`config.mk`:
```
export PLATFORM = sky130hd
export DESIGN_NAME = shift_div8
export DESIGN_NICKNAME = d
export VERILOG_FILES = /design/src/rtl/shift_div8.sv
export SDC_FILE = /design/constraint.sdc
export NUM_CORES = 1
export LEC_CHECK = 0
export ABC_CLOCK_PERIOD_IN_PS = 7500
export CAP_MARGIN = 20
export CORE_ASPECT_RATIO = 0.8
export CORE_MARGIN = 5
export CORE_UTILIZATION = 44
export DETAILED_ROUTE_END_ITERATION = 16
export MAX_ROUTING_LAYER = met4
export PLACE_DENSITY_LB_ADDON = 0.08
export SYNTH_ARGS = -nofsm -noshare
export SYNTH_HDL_FRONTEND = slang
export SYNTH_SLANG_ARGS = --single-unit
export TNS_END_PERCENT = 1
```
`constraint.sdc`:
```
create_clock -name clk -period 7.5 [get_ports clk]
set_clock_uncertainty 0.15 [all_clocks]
set_input_delay 0.75 -clock clk [delete_from_list [all_inputs] [get_ports clk]]
set_output_delay 0.75 -clock clk [all_outputs]
set_load 0.005 [all_outputs]
```
`src/rtl/shift_div8.sv`:
```
// 8-bit unsigned restoring divider, one quotient bit per clock.
// Define SHIFT_DIV8_DBZ_EN to short-circuit and flag divide-by-zero.
module shift_div8 (
  input  logic       clk,
  input  logic       rst,
  input  logic       start,
  input  logic [7:0] a,
  input  logic [7:0] b,
  output logic [7:0] q,
  output logic [7:0] r,
  output logic       busy,
  output logic       done,
  output logic       dbz
);

  typedef enum logic [1:0] {
    S_IDLE,
    S_RUN,
    S_DONE
  } state_t;

  state_t     state_q, state_d;
  logic [7:0] rem_q, rem_d;
  logic [7:0] quo_q, quo_d;
  logic [7:0] div_q, div_d;
  logic [2:0] cnt_q, cnt_d;
  logic [7:0] q_q, q_d;
  logic [7:0] r_q, r_d;
  logic       dbz_q, dbz_d;

  logic [8:0] t;
  logic [8:0] dif;
  logic       fits;
  logic [7:0] rem_nx;
  logic [7:0] quo_nx;
  logic       zero_b;

  always_comb begin
    t      = {rem_q, quo_q[7]};
    dif    = t - {1'b0, div_q};
    fits   = ~dif[8];
    rem_nx = fits ? dif[7:0] : t[7:0];
    quo_nx = {quo_q[6:0], fits};
  end

`ifdef SHIFT_DIV8_DBZ_EN
  assign zero_b = (b == 8'd0);
`else
  assign zero_b = 1'b0;
`endif

  always_comb begin
    state_d = state_q;
    rem_d   = rem_q;
    quo_d   = quo_q;
    div_d   = div_q;
    cnt_d   = cnt_q;
    q_d     = q_q;
    r_d     = r_q;
    dbz_d   = dbz_q;
    unique case (state_q)
      S_IDLE, S_DONE: begin
        if (start) begin
          quo_d   = a;
          div_d   = b;
          rem_d   = 8'd0;
          cnt_d   = 3'd7;
          dbz_d   = 1'b0;
          state_d = S_RUN;
          // zero divisor bypasses the iterations entirely
          if (zero_b) begin
            q_d     = 8'hFF;
            r_d     = a;
            dbz_d   = 1'b1;
            state_d = S_DONE;
          end
        end else if (state_q == S_DONE) begin
          state_d = S_IDLE;
        end
      end
      S_RUN: begin
        rem_d = rem_nx;
        quo_d = quo_nx;
        cnt_d = cnt_q - 3'd1;
        if (cnt_q == 3'd0) begin
          q_d     = quo_nx;
          r_d     = rem_nx;
          state_d = S_DONE;
        end
      end
      default: state_d = S_IDLE;
    endcase
  end

  always_ff @(posedge clk) begin
    if (rst) begin
      state_q <= S_IDLE;
      rem_q   <= 8'd0;
      quo_q   <= 8'd0;
      div_q   <= 8'd0;
      cnt_q   <= 3'd0;
      q_q     <= 8'd0;
      r_q     <= 8'd0;
      dbz_q   <= 1'b0;
    end else begin
      state_q <= state_d;
      rem_q   <= rem_d;
      quo_q   <= quo_d;
      div_q   <= div_d;
      cnt_q   <= cnt_d;
      q_q     <= q_d;
      r_q     <= r_d;
      dbz_q   <= dbz_d;
    end
  end

  assign q    = q_q;
  assign r    = r_q;
  assign dbz  = dbz_q;
  assign busy = (state_q == S_RUN);
  assign done = (state_q == S_DONE);

endmodule

```
# Word level (Yosys, flattened, before mapping)
# Cells that the tools add are included.
dict set report classes {
  n_mux 11
  n_eq_ne 5
  reduce_logical 8
  add_sub_neg 2
  n_bitwise 1
}
# op n
set ops {}
lappend ops {{$pmux 8 s2} 2}
lappend ops {{$mux 8} 3}
lappend ops {{$sub 9x8->9} 1}
lappend ops {{$reduce_and 2->1} 4}
lappend ops {{$mux 2} 3}
lappend ops {{$pmux 3 s2} 1}
lappend ops {{$pmux 2 s2} 1}
lappend ops {{$logic_not 3->1} 1}
lappend ops {{$mux 3} 1}
lappend ops {{$ne 3x3->1 const B} 1}
lappend ops {{$sub 3x1->3 const B} 1}
lappend ops {{$eq 2x1->1 const B} 1}
lappend ops {{$eq 2x2->1 const B} 1}
lappend ops {{$logic_not 2->1} 1}
lappend ops {{$ne 2x1->1 const B} 1}
lappend ops {{$ne 2x2->1 const B} 1}
lappend ops {{$reduce_bool 2->1} 1}
lappend ops {{$reduce_or 2->1} 1}
lappend ops {{$not 1->1} 1}
dict set report totals {
  regBits 45
  elab_cells 34
  inputBits 19
  output_inout_bits 19
}

# Longest topological paths before layout
dict set report depth {
  ltp_word 4
  ltp_mapped 10
  ltp_nobuf 9
}

# Worst setup path after synthesis
# No wires, ideal clock.
dict set report synth_timing {
  kind {register to register}
  start {register quo_q[7]}
  end {register r_q[5] (netlist: r[5])}
  arrival_ps 2174
  setup_time_ps 137
  synth_period_minus_slack_ps 2461
  path_slack_ps 5039
  path_stages_with_launch 11
  required_ps 7213
  path_buffers 1
  cell_sequence {dfxtp_1 inv_1 ha_1 inv_1 fa_1 a211oi_1 o211a_1 o211a_1 buf_4 mux2i_1 a211oi_1}
}
dict set report synth_via {
  elab_chain_cells 2
}
# element line_no
set synth_rtl {}
lappend synth_rtl {{start, declared} 24} ;# logic [7:0] quo_q, quo_d;
lappend synth_rtl {{start signal, assigned} 108} ;# quo_q <= quo_d;
lappend synth_rtl {{$sub 9x8->9} 40} ;# dif = t - {1'b0, div_q};
lappend synth_rtl {{$mux 8} 42} ;# rem_nx = fits ? dif[7:0] : t[7:0];
lappend synth_rtl {{end signal, assigned} 112} ;# r_q <= r_d;
lappend synth_rtl {{end, declared} 28} ;# logic [7:0] r_q, r_d;
# Every way passes these cells.
# A chain may end at the register's enable or synchronous reset.

# Final worst setup path
dict set report layout_timing {
  start {register state_q[1]}
  end {output busy}
}
dict set report layout_via {
  elab_chain_cells 1
}
# element line_no
set layout_rtl {}
lappend layout_rtl {{start, declared} 22} ;# state_t state_q, state_d;
lappend layout_rtl {{start signal, assigned} 106} ;# state_q <= state_d;
lappend layout_rtl {{$eq 2x1->1} 120} ;# assign busy = (state_q == S_RUN);
lappend layout_rtl {{end, declared} 11} ;# output logic busy,
# Every way passes these cells.

==> metrics.csv <==
metric;value;unit
die height;73.0;microns
top cell type's share of synthesized area;41.3;%
leakage;1.01;nW
Synth Instances;269;
clk_lat worst skew;0.30;ns
setup bufs post-CTS;0;
final instance area;2700;sq um
layout cells sized above 1;3.99;%
Core Region;4680;sq um
Slew Limit Fails;0;
GRT overflow;0;
drt wl/cell;14.1;microns
ys async rst share;0;%
Reg clk slew, reported paths;0.09;ns
number of vias per cell;5.30;
top cells by count, synth;nand2_1 (59), dfxtp_1 (45), a21oi_1 (23);
Root Driver;clkbuf_8;
Clock Tree Buf Depth;2;
Post-Synth XOR/XNOR Area;1.61;%
largest family of logic cells by synthesized area;compound AO/OA/AOI/OAI gates;
simple-gate share of the synthesized area;19.7;%
initial antenna violation count;0;
Die X;88.7;microns
overall global routing resource usage;17.9;%
final setup TNS;0;ns
Placed Cells incl. Taps;353;
post-layout util;57.6;%
die area;6470;sq um
Nets;330;
adder-cell share of the synthesized area;6.66;%
fin crit period;3.10;ns
Worst Path Max Fanout;20;
Power Density;240;nW/um^2
DRC;0;
final hold viol count;0;
area delta synth->final;23.6;%
syn_area_per_cell;8.11;sq um
clock tree from TritonCTS;yes;
mux share of post-synthesis cell area;2.75;%
WHS Path Cells;2;
RSZ-0062 raised after global routing;no;
worst vdd ir;0.110;mV
Finished Layout Cells;361;
Mapped Nets;299;
Fmax achieved;323;MHz
Final Cycle Share;41.3;%
top-level I/O count;38;
H-tree depth;2;
register area share after synthesis;41.3;%
Synth Warn #;0;
Worst Reg-to-Reg Cells;9;
Mapped Area;2180;sq um
vias;1913;
Max-Cap Viols;0;
Worst Path Required;6.60;ns
count leader, synth;nand2_1;
Hold Slack;0.303;ns
post-CTS resize count;0;
ANT cells;0;
Synth area leader;dfxtp_1;
Crit. End Element;output pin;
Post-synth EDFFs;0;
outcome;finished, final reports clean;
GPL Wtd Cong;0.866;
synth unique cells;41;
first-pass GRT wire length;8.71;mm
placed cell area;2580;sq um
Core Rows;22;
Final ANT Viol Nets;0;
synth top area cells;dfxtp_1 (41%), nand2_1 (10%), ha_1 (5.7%);
# port buffers;36;
worst slew pin tran;0.708;ns
R2R setup slack;4.61;ns
ys flop type;dfxtp_1;
Setup WS pre-CTS;4.63;ns
fin worst setup slack;4.40;ns
arrival time at the worst endpoint;2.20;ns
Routed WL;5.08;mm
Worst slew margin;52.8;%
largest net degree at the start of global routing;36;
CTS Sinks;45;
total power;647;uW
Iteration-0 DRC Markers;170;
Hold WC Path Type;register to register;
drt pass-1 iters;4;
vias in the first global route;1786;
DP HPWL;3.70;mm
Initial Util;46.6;%
startpoint types;register;
#FFs+latches synth;45;
setup violators final;0;
CTS buffer count;5;
Hold Buf Count CTS;0;
CP Class;register to output pin;
Compound-Gate Fraction of Synth Area;22.5;%
==> state kept, by name, summed over array words and instances (netlist names) <==
register	count
div_q	8
q	8
quo_q	8
r	8
rem_q	8
cnt_q	3
state_q	2
==> final cells by class <==
cell class                      instances  area, sq um
Clock inverter                          1         30.0
Clock buffer                            7         86.3
Tap cell                               60         75.1
Multi-Input combinational cell        195         1160
Fill cell                             468         1980
Inverter                               14         52.6
Timing Repair Buffer                   39          387
Sequential cell                        45          901
==> worst max-delay path, cell delays in order, from the launching register on <==
cell	delay [ns]
dfxtp_1	0.33
nand2b_1	0.56
clkinv_1	0.44
clkdlybuf4s50_1	0.55
==> layer usage <==
metal  wire, microns  track usage [%]  vias to the layer above
met5               0                -                        -
met4              71             5.54                        0
met3             242             3.61                        8
met2            2120             24.2                       40
met1            2640             26.4                      869
li1                -                -                      996
==> layout by cell type, fill, tap and decap left out, types with 2 or more instances in the layout <==
master	count
and2_1	2
ha_1	10
o21a_1	3
o311ai_0	2
a311oi_1	8
inv_1	13
a21o_1	2
clkdlybuf4s50_1	36
dfxtp_1	45
nor2b_1	4
a21oi_1	23
or4_1	2
buf_4	2
a211oi_1	7
o21ai_0	12
clkbuf_8	6
o211ai_1	5
xor2_1	3
o211a_1	2
o22ai_1	2
mux2i_1	6
nand2_1	59
nand2b_1	6
nand3_1	2
nor2_1	20
==> logic make-up after synthesis <==
group | Yosys count
other cells | 1
buf+inv | 29
xor+xnor | 4
compound gates | 73
mux | 6
simple gates | 100
fa+ha+maj | 11
flops | 45
==> final timing paths <==
check,from,endpoint
hold reg to reg,q[4],q[4]
setup reg to reg,quo_q[7],r[5]
hold / removal,q[4],q[4]
setup / recovery,state_q[1],busy
==> power breakdown <==
part / switching (mW) / internal [mW] / leakage [nW]
Combinational: 0.103 / 0.0819 / 0.587
Sequential: 0.0136 / 0.258 / 0.368
Clock: 0.0822 / 0.109 / 0.0585
Power figures use the tool's default switching activity.
